==> config.mk <==
export PLATFORM = sky130hd
export DESIGN_NAME = uart_tx_buffered
export DESIGN_NICKNAME = d
export VERILOG_FILES = /design/src/rtl/uart_tx_buffered.sv
export SDC_FILE = /design/constraint.sdc
export NUM_CORES = 1
export LEC_CHECK = 0
export ABC_AREA = 1
export CAP_MARGIN = 20
export CORE_MARGIN = 2
export CORE_UTILIZATION = 45
export CTS_CLUSTER_SIZE = 20
export DETAILED_ROUTE_END_ITERATION = 6
export DONT_BUFFER_PORTS = 1
export SKIP_CTS_REPAIR_TIMING = 1
export SYNTH_ARGS = -nofsm -noshare
export SYNTH_HDL_FRONTEND = slang
export SYNTH_SLANG_ARGS = --single-unit
==> constraint.sdc <==
create_clock -name clk -period 2.65 [get_ports clk]
set_input_delay 0.3975 -clock clk [delete_from_list [all_inputs] [get_ports clk]]
set_output_delay 0.3975 -clock clk [all_outputs]
set_load 0.01 [all_outputs]
==> src/rtl/uart_tx_buffered.sv <==
// Buffered 8N1 UART transmitter: a valid/ready write port feeds a circular FIFO
// that drains into a fixed-rate serial shifter.
module uart_tx_buffered #(
  parameter int unsigned CLKS_PER_BIT = 868,
  parameter int unsigned FIFO_DEPTH   = 16
) (
  input  logic                          clk,
  input  logic                          reset,
  input  logic                          wr_valid,
  input  logic [7:0]                    wr_data,
  output logic                          wr_ready,
  output logic                          tx,
  output logic                          busy,
  output logic [$clog2(FIFO_DEPTH):0]   fifo_count
);

  localparam int unsigned PW = $clog2(FIFO_DEPTH);
  localparam int unsigned CW = PW + 1;
  localparam int unsigned BW = $clog2(CLKS_PER_BIT);

  typedef enum logic [1:0] {IDLE, START, DATA, STOP} state_t;

  state_t        state, state_nxt;
  logic [BW-1:0] baud_cnt, baud_nxt;
  logic [2:0]    bit_idx, bit_nxt;
  logic [7:0]    shift, shift_nxt;
  logic          tx_nxt;
  logic [PW-1:0] wr_ptr, rd_ptr;
  logic [7:0]    mem [FIFO_DEPTH];
  logic          push, pop, baud_done;

  assign wr_ready  = fifo_count < CW'(FIFO_DEPTH);
  assign push      = wr_valid && wr_ready;
  assign baud_done = baud_cnt == BW'(CLKS_PER_BIT - 1);
  assign busy      = (state != IDLE) || (fifo_count != '0);

  always_ff @(posedge clk) begin
    if (push) mem[wr_ptr] <= wr_data;
  end

  always_ff @(posedge clk or posedge reset) begin
    if (reset) begin
      wr_ptr     <= '0;
      rd_ptr     <= '0;
      fifo_count <= '0;
    end else begin
      if (push) wr_ptr <= wr_ptr + PW'(1);
      if (pop)  rd_ptr <= rd_ptr + PW'(1);
      unique case ({push, pop})
        2'b10:   fifo_count <= fifo_count + CW'(1);
        2'b01:   fifo_count <= fifo_count - CW'(1);
        default: fifo_count <= fifo_count;
      endcase
    end
  end

  always_ff @(posedge clk or posedge reset) begin
    if (reset) begin
      state    <= IDLE;
      baud_cnt <= '0;
      bit_idx  <= '0;
      shift    <= '0;
      tx       <= 1'b1;
    end else begin
      state    <= state_nxt;
      baud_cnt <= baud_nxt;
      bit_idx  <= bit_nxt;
      shift    <= shift_nxt;
      tx       <= tx_nxt;
    end
  end

  // Data bits shift right so the bit on the line is always shift[0]; tx is
  // loaded one edge early so every bit period is exactly CLKS_PER_BIT cycles.
  always_comb begin
    state_nxt = state;
    baud_nxt  = baud_done ? '0 : baud_cnt + BW'(1);
    bit_nxt   = bit_idx;
    shift_nxt = shift;
    tx_nxt    = tx;
    pop       = 1'b0;
    unique case (state)
      IDLE: begin
        tx_nxt   = 1'b1;
        baud_nxt = '0;
        if (fifo_count != '0) begin
          pop       = 1'b1;
          shift_nxt = mem[rd_ptr];
          tx_nxt    = 1'b0;
          state_nxt = START;
        end
      end
      START: begin
        if (baud_done) begin
          bit_nxt   = '0;
          tx_nxt    = shift[0];
          state_nxt = DATA;
        end
      end
      DATA: begin
        if (baud_done) begin
          if (bit_idx == 3'd7) begin
            tx_nxt    = 1'b1;
            state_nxt = STOP;
          end else begin
            bit_nxt   = bit_idx + 3'd1;
            shift_nxt = {1'b0, shift[7:1]};
            tx_nxt    = shift[1];
          end
        end
      end
      STOP: begin
        if (baud_done) begin
          if (fifo_count != '0) begin
            pop       = 1'b1;
            shift_nxt = mem[rd_ptr];
            tx_nxt    = 1'b0;
            state_nxt = START;
          end else begin
            tx_nxt    = 1'b1;
            state_nxt = IDLE;
          end
        end
      end
      default: state_nxt = IDLE;
    endcase
  end

endmodule

Word level (Yosys, flattened, before mapping)
Memory sizes are Yosys's and may differ from the RTL's.
Cells that the tools add are included.
{"block": "op_classes", "addsub": 6, "mux": 30, "n_eq_ne": 13, "reduce_logical": 12, "n_lt_le_gt_ge": 1}
{"cell": "$mux W8", "count": 4}
{"cell": "$pmux W8 S3", "count": 1}
{"cell": "$mux W10", "count": 2}
{"cell": "$ne A2 B2 Y1 const B", "count": 6}
{"cell": "$add A10 B1 Y10 const B", "count": 1}
{"cell": "$eq A10 B10 Y1 const B", "count": 1}
{"cell": "$mux W1", "count": 10}
{"cell": "$mux W2", "count": 5}
{"cell": "$pmux W5 S2", "count": 1}
{"cell": "$mux W3", "count": 3}
{"cell": "$add A4 B1 Y4 const B", "count": 2}
{"cell": "$pmux W2 S4", "count": 1}
{"cell": "$reduce_and A4 Y1", "count": 2}
{"cell": "$eq A2 B2 Y1 const B", "count": 3}
{"cell": "$pmux W3 S2", "count": 1}
{"cell": "$reduce_bool A2 Y1", "count": 3}
{"cell": "$add A5 B1 Y5 const B", "count": 1}
{"cell": "$lt A5 B5 Y1 const B", "count": 1}
{"cell": "$reduce_and A5 Y1", "count": 1}
{"cell": "$reduce_bool A5 Y1", "count": 1}
{"cell": "$sub A5 B1 Y5 const B", "count": 1}
{"cell": "$eq A2 B1 Y1 const B", "count": 2}
{"cell": "$pmux W1 S4", "count": 1}
{"cell": "$add A3 B1 Y3 const B", "count": 1}
{"cell": "other kinds (7)", "count": 7}
{"block": "word_totals", "output_inout_bits": 8, "word_cells": 71, "ram_bits": 128, "reg_bits": 37, "memories": 1}
{"name": "mem", "words": 16, "width": 8, "rd": 1, "rd_clocked_by_memory_dff": 0, "wr": 1, "line_no": "29", "rtl": "logic [7:0] mem [FIFO_DEPTH];"}

Depth between registers and ports, before layout
Gate-level depths: netlist (run 1).
{"block": "depth", "word_depth": 6, "ltp_mapped": 18, "depth_no_buf": 18}

Worst setup path before layout (run 1)
No wires, ideal clock.
{"block": "synth_timing", "path_type": "reg-to-reg", "startpoint": "register state[0]", "endpoint": "register fifo_count[4]", "n_path_buf": 0, "slack_ns": 0.263, "required_ns": 2.523, "stages_incl_launch_ff": 18, "setup_ns": 0.127, "arrival_ns": 2.260, "path_cell_list": "dfrtp_1 inv_1 ha_1 inv_1 nand2_1 a21oi_1 nand2_1 inv_2 ha_1 xor2_1 ha_1 inv_1 nand2_1 nand3_1 nand3_1 nand2_1 nand2_1 o21ai_0"}
{"block": "synth_between", "elab_chain_cells": 4, "elab_cells_between_ends": 7, "classes_between": "eq/ne (3); mux (2); reduce/logical (2)"}
{"element": "start: declaration", "line_no": "23", "rtl": "state_t state, state_nxt;"}
{"element": "start signal: assignment", "line_no": "65", "rtl": "state <= state_nxt;"}
{"element": "$eq A2 B2 Y1 or $logic_not A2 Y1 (tied branches)", "line_no": "82", "rtl": "unique case (state)"}
{"element": "$pmux W1 S2 (*)", "line_no": "82"}
{"element": "net pop", "line_no": "30", "rtl": "logic push, pop, baud_done;"}
{"element": "$eq A2 B1 Y1 or $eq A2 B2 Y1 (tied branches)", "line_no": "49", "rtl": "unique case ({push, pop})"}
{"element": "$pmux W5 S2 or $reduce_bool A2 Y1 (tied branches)"}
{"element": "end signal: assignment", "line_no": "50", "rtl": "2'b10: fifo_count <= fifo_count + CW'(1);"}
{"element": "end signal: assignment", "line_no": "51", "rtl": "2'b01: fifo_count <= fifo_count - CW'(1);"}
{"element": "end signal: assignment", "line_no": "52", "rtl": "default: fifo_count <= fifo_count;"}
{"element": "end: declaration", "line_no": "14", "rtl": "output logic [$clog2(FIFO_DEPTH):0] fifo_count"}
Mark *: on every way through the listed nets, which the timed path passes. The rest lies on a longest branch.
A chain may end at the register's enable or synchronous reset.

Worst setup path after layout (run 1)
{"block": "layout_timing", "startpoint": "register baud_cnt[0]", "endpoint": "register fifo_count[4]"}
{"block": "layout_between", "elab_chain_cells": 5, "elab_cells_between_ends": 7, "classes_between": "eq/ne (3); mux (3); reduce/logical (1)"}
{"element": "start: declaration", "line_no": "24", "rtl": "logic [BW-1:0] baud_cnt, baud_nxt;"}
{"element": "start signal: assignment", "line_no": "66", "rtl": "baud_cnt <= baud_nxt;"}
{"element": "$eq A10 B10 Y1 (*)", "line_no": "34", "rtl": "assign baud_done = baud_cnt == BW'(CLKS_PER_BIT - 1);"}
{"element": "$mux W1 (*)", "line_no": "113", "rtl": "if (baud_done) begin"}
{"element": "$pmux W1 S2 (*)", "line_no": "82"}
{"element": "net pop", "line_no": "30"}
{"element": "$eq A2 B1 Y1 or $eq A2 B2 Y1 (tied branches)", "line_no": "49"}
{"element": "$pmux W5 S2 or $reduce_bool A2 Y1 (tied branches)"}
Marks and branches as above.

==> results of run 1 <==
[placed cells by master, fill, tap and decap left out, drive strengths merged]
cell type / instances
o21bai: 1
o21ai: 30
o2111ai: 1
bufinv: 1
clkbuf: 22
a31oi: 1
nor3: 5
inv: 65
a21boi: 1
nor2: 111
xnor2: 3
clkinvlp: 5
nand4: 2
or2: 1
and2: 1
dfrtp: 36
edfxtp: 128
dfstp: 1
nor3b: 1
nand2: 240
a21oi: 6
buf: 23
ha: 18
dlygate4sd3: 1
clkinv: 4
nand3: 60
xor2: 11
[per-layer routing]
layer	global-route usage	vias up	wire length [um]
met5	0	-	0
met4	0.0663	0	277
met3	0.0402	19	709
met2	0.302	100	7410
met1	0.263	2328	7320
li1	-	2470	-
[cell type report]
| class | count | share of cell area |
|---|---|---|
| Tap cell | 220 | 0.0330 |
| Inverter | 65 | 0.0292 |
| Timing Repair Buffer | 24 | 0.0234 |
| Clock buffer | 22 | 0.0532 |
| Clock inverter | 10 | 0.0100 |
| Sequential cell | 165 | 0.571 |
| Multi-Input combinational cell | 493 | 0.280 |
[worst max path at each step]
stage / to / slack, ns / cells after the start
after floorplan: fifo_count[4]$_DFFE_PP0P_ / 0.26 / 17
after global placement: fifo_count[4]$_DFFE_PP0P_ / 0.16 / 17
after CTS: fifo_count[4]$_DFFE_PP0P_ / 0.01 / 16
final: fifo_count[4]$_DFFE_PP0P_ / 0.27 / 17
after detailed placement: fifo_count[4]$_DFFE_PP0P_ / 0.04 / 16
after global routing: fifo_count[4]$_DFFE_PP0P_ / 0.04 / 18
[power breakdown]
part | total (mW) | leakage [nW] | switching [mW] | internal, mW
Clock | 2.22 | 0.239 | 0.941 | 1.28
Sequential | 3.17 | 1.61 | 0.131 | 3.04
Combinational | 0.603 | 1.69 | 0.409 | 0.194
[flip-flops by register name, indices dropped and copies added (netlist names)]
name        cells
state           2
tx              1
mem           128
rd_ptr          4
shift           8
bit_idx         3
fifo_count      5
baud_cnt       10
wr_ptr          4
[cells in the mapped netlist, drive strengths merged]
library cell / number / area (um2)
nor3: 5 / 36.3
and2: 1 / 6.26
buf: 23 / 145
inv: 65 / 244
a21oi: 6 / 30.0
a21boi: 1 / 7.51
or2: 1 / 6.26
xor2: 11 / 96.3
edfxtp: 128 / 3840
nor3b: 1 / 7.51
nand2: 240 / 926
xnor2: 3 / 26.3
ha: 18 / 225
o2111ai: 1 / 8.76
nand3: 60 / 318
nor2: 111 / 437
clkbuf: 1 / 3.75
a31oi: 1 / 6.26
o21bai: 1 / 7.51
dfstp: 1 / 26.3
o21ai: 30 / 154
dfrtp: 36 / 901
nand4: 2 / 12.5
[worst max-delay path, cell delays in order, from the launching register on]
cell	delay, ns
dfrtp_1	0.37
ha_1	0.20
nand2_1	0.10
nor2_4	0.11
nand3_4	0.12
nand2_4	0.14
nand2_2	0.10
inv_2	0.08
ha_4	0.17
xor2_2	0.18
ha_1	0.17
inv_1	0.04
nand2_1	0.10
nand3_1	0.13
nand3_1	0.10
nand2_1	0.05
nand2_1	0.04
o21ai_0	0.07
[per-stage QoR]
| stage | hold slack, ns | instance area [um2] | cells | setup slack (ns) |
|---|---|---|---|---|
| 2_1_floorplan | 0.431 | 7470 | 747 | 0.263 |
| 3_3_place_gp | 0.365 | 7780 | 965 | 0.165 |
| 3_5_place_dp | 0.379 | 7780 | 965 | 0.0439 |
| 4_1_cts | -0.0803 | 8310 | 997 | 0.0112 |
| 5_1_grt | 0.0457 | 8350 | 999 | 0.0359 |
| 6_report | 0.0676 | 8350 | 999 | 0.268 |
[kinds of logic after synthesis]
family                   after synthesis  synth area share
adder cells (fa/ha/maj)               18            0.0301
flip-flops                           165             0.638
AO/OA/AOI/OAI                         40            0.0286
buffers and inverters                 89            0.0526
XOR/XNOR                              14            0.0164
AND/OR/NAND/NOR                      421             0.234
==> results_dict.tcl, run 1 <==
set metrics [dict create \
    status "complete, no violations" \
    fin_total_pwr_mw 6.00 \
    insertion_delay_ns 0.42 \
    crit_fanout 8 \
    rows 47 \
    synth_warnings 0 \
    fin_util 0.509 \
    wl_per_cell_um 15.7 \
    wirelength_um 15700 \
    setup_viol 0 \
    globalplace.congestion 0.839 \
    drtIter0Drc 368 \
    cts.path.max_buffers 2 \
    ios 19 \
    synth.cell_area_mm2 0.00747 \
    cp-startpoint "baud_cnt[0]$_DFF_PP0_" \
    nNetsFinal 795 \
    drv_slew 0 \
    start_util 0.456 \
    endpoint_kind "flop" \
    rrSetupSlack_ns 0.27 \
    cp-start-kind "flop" \
    critPathRequiredTime_ns 2.95 \
    dp_hpwl_um 10100 \
    die_x_um 133 \
    avgViaCountPerCell 4.92 \
    p_leak_nw 3.54 \
    rsz0062_at_grt "no" \
    n_antenna_cell 0 \
    antenna_left 0 \
    ir_worst_vdd_uv 494 \
    first_pass_iters 4 \
    globalRouteTotalUtil 0.191 \
    ys_seq_elements 165 \
    nFillCells 1445 \
    cts.clk_slew.worst_paths_ns 0.06 \
    yosysSeqAreaShare 0.638 \
    clock-sinks 165 \
    synth_cell_types 35 \
    slew_headroom 0.440 \
    drive_gt1_frac 0.0937 \
    portBuffers 0 \
    core-area_mm2 0.0164 \
    finalClockSkew_ns 0.0100 \
    synth_nets 776 \
    worstRegToRegCells 17 \
    tns_ns 0 \
    arrival_ns 2.68 \
    worst_hold_path.endpoint "mem[4][2]$_DFFE_PP_" \
    hold_path_depth 0 \
    grt_first_pass_wirelength_um 25600 \
    syn_to_final_growth_pct 11.7 \
    finalHoldViolations 0 \
    cts_tree "built" \
    drv_cap 0 \
    avgSynthCellArea_um2 10.0 \
    cts-buffers-inserted 17 \
    fmax_mhz 420 \
    drc 0 \
    cts_root_buf "clkbuf_16" \
    reg2reg_to "fifo_count[4]$_DFFE_PP0P_" \
    hold_path.class "input pin to flop" \
    fp.dieH_um 133 \
    min_period_over_period 0.899 \
    antenna_found_initial 0 \
    h-tree-depth 4 \
    seqCellArea_mm2 0.00477 \
    reg2reg_from "baud_cnt[0]$_DFF_PP0_" \
    netlist_instances 747 \
    power_density_mw_per_mm2 718 \
    grt.overflow.total 0 \
    worst_pin_slew_ns 0.840 \
    path_class "flop to flop" \
    dieArea_mm2 0.0177 \
    vias 4917 \
    grt_max_degree 82 \
    grt_pass1_vias 4713 \
    period_minus_slack_ns 2.38 \
    multi_input_area_mm2 0.00234 \
    min_from "wr_data[2]" \
]
Power figures use the tool's default switching activity.
==> run 2: changes to the inputs <==
--- a/config.mk
+++ b/config.mk
@@ -12,6 +12,7 @@
 export CTS_CLUSTER_SIZE = 20
 export DETAILED_ROUTE_END_ITERATION = 6
 export DONT_BUFFER_PORTS = 1
+export PLACE_DENSITY = 0.63
 export SKIP_CTS_REPAIR_TIMING = 1
 export SYNTH_ARGS = -nofsm -noshare
 export SYNTH_HDL_FRONTEND = slang
==> results_dict.tcl, run 2 (synthesis results as in run 1) <==
set metrics [dict create \
    reg2reg_from "state[1]$_DFFE_PP0P_" \
    portBuffers 0 \
    period_minus_slack_ns 2.41 \
    crit_buf_inv 4 \
    cts.path.max_buffers 2 \
    slew_headroom 0.420 \
    grt.overflow.total 0 \
    clock-sinks 165 \
    ios 19 \
    largest_reg_flops 128 \
    vias 4996 \
    p_leak_nw 3.60 \
    nNetsFinal 799 \
    min_from "wr_data[7]" \
    cts-buffers-inserted 17 \
    grt_pass1_vias 4799 \
    setup_viol 0 \
    swShare 0.252 \
    crit_family "adder cells" \
    crit_chain "inv_1, ha_1, inv_1, nand2_1, a21oi_1, nand2_1, inv_2, ha_4, xor2_2, ha_1, inv_1, nand2_1, nand3_1, nand3_1, nand2_1, nand2_1, o21ai_0" \
    syn_to_final_growth_pct 12.5 \
    final_common_cell "nand2_1" \
    globalplace.congestion 0.815 \
    dp_hpwl_um 10200 \
    drv_cap 0 \
    antenna_found_initial 0 \
    cts.clk_slew.worst_paths_ns 0.06 \
    first_pass_iters 5 \
    cts_tree "built" \
    path_class "flop to flop" \
    slowest_stage "dfrtp_1" \
    grt_first_pass_wirelength_um 25300 \
    final_cell_mix "236 x nand2_1, 128 x edfxtp_1, 107 x nor2_1, 59 x inv_1, 58 x nand3_1" \
    n_antenna_cell 0 \
    finalClockSkew_ns 0.00790 \
    endpoint_kind "flop" \
    insertion_delay_ns 0.43 \
    fmax_mhz 414 \
    h-tree-depth 4 \
    rows 47 \
    rrSetupSlack_ns 0.24 \
    worst_slack_ns 0.236 \
    antenna_left 0 \
    drtIter0Drc 404 \
    top_regs "mem (128), baud_cnt (10), shift (8)" \
    reg2reg_to "fifo_count[4]$_DFFE_PP0P_" \
    dieArea_mm2 0.0177 \
    fp.dieH_um 133 \
    hold_path_depth 0 \
    crit_fanout 5 \
    drive_gt1_frac 0.102 \
    ir_worst_vdd_uv 478 \
    grt_max_degree 82 \
    clock_power_share 0.389 \
    largest-register "mem" \
    p_int_mw 4.63 \
    min_period_over_period 0.911 \
    hold_path.class "input pin to flop" \
    power.switching_mw 1.56 \
    drc 0 \
    nFillCells 1456 \
    critPathRequiredTime_ns 2.96 \
    critPathMaxStageDelay_ns 0.38 \
    globalRouteTotalUtil 0.190 \
    avgViaCountPerCell 4.99 \
    power_density_mw_per_mm2 736 \
    path_common_cell "nand2_1" \
    status "complete, no violations" \
    worstRegToRegCells 17 \
    die_x_um 133 \
    worst_pin_slew_ns 0.870 \
    wirelength_um 15800 \
    finalHoldViolations 0 \
    start_util 0.456 \
    cp-start-kind "flop" \
    seqPwrFrac 0.513 \
    arrival_ns 2.72 \
    rsz0062_at_grt "no" \
    worst_hold_path.endpoint "mem[12][7]$_DFFE_PP_" \
    holdWs_ns 0.0614 \
    core-area_mm2 0.0164 \
    pwr-share-comb 0.098 \
    drv_slew 0 \
    wl_per_cell_um 15.8 \
    dp_slack_ns 0.00511 \
    cts_root_buf "clkbuf_16" \
]
[run 2: cell count changes in the layout (fill, tap and decap cells not counted), sizes merged]
cell	previous run	this run
buf	23	27
bufinv	1	2
clkbuf	22	17
clkinvlp	5	3
inv	65	70
[run 2: worst max-delay path by stage]
stage | from | endpoint | slack [ns] | depth (start not counted)
2_1_floorplan | state[0]$_DFFE_PP0P_ | fifo_count[4]$_DFFE_PP0P_ | 0.26 | 17
3_3_place_gp | state[1]$_DFFE_PP0P_ | fifo_count[4]$_DFFE_PP0P_ | 0.15 | 17
3_5_place_dp | state[1]$_DFFE_PP0P_ | fifo_count[4]$_DFFE_PP0P_ | 0.005 | 17
4_1_cts | state[1]$_DFFE_PP0P_ | fifo_count[4]$_DFFE_PP0P_ | -0.003 | 17
5_1_grt | state[1]$_DFFE_PP0P_ | fifo_count[4]$_DFFE_PP0P_ | 0.02 | 17
6_report | state[1]$_DFFE_PP0P_ | fifo_count[4]$_DFFE_PP0P_ | 0.24 | 17
[run 2: final cells by class]
class                   count  area, um2  area share
flip-flops and latches    165       4770       0.567
repair buffers             28        213      0.0253
multi-input cells         493       2330       0.277
well taps                 220        275      0.0327
clock buffers              17        425      0.0506
clock inverters            14        151      0.0180
inverters                  65        244      0.0290
[run 2: routing by layer]
layer	up-vias	global-route usage	share of wire	wire (um)
met2	114	0.318	0.49	7780
li1	2482	-	-	-
met3	25	0.0406	0.046	736
met1	2375	0.245	0.44	7040
met5	-	0	0	0
met4	0	0.0723	0.017	277
[run 2: through the flow]
step / std cells / util / power [mW] / area [um2] / setup TNS [ns]
6_report: 1002 / 0.513 / 6.19 / 8410 / 0
5_1_grt: 1002 / 0.513 / 6.44 / 8410 / 0
4_1_cts: 998 / 0.509 / 6.22 / 8360 / -0.00280
3_5_place_dp: 967 / 0.474 / 3.83 / 7780 / 0
3_3_place_gp: 967 / 0.474 / 3.79 / 7780 / 0
2_1_floorplan: 747 / - / 3.60 / 7470 / 0
[run 2: power groups by stage]
stage | Combinational, mW | Clock (mW) | Sequential [mW]
floorplan | 0.404 | 0 | 3.20
global placement | 0.576 | 0 | 3.22
detailed placement | 0.603 | 0 | 3.22
CTS | 0.606 | 2.45 | 3.17
global route | 0.680 | 2.56 | 3.20
finish | 0.605 | 2.41 | 3.17
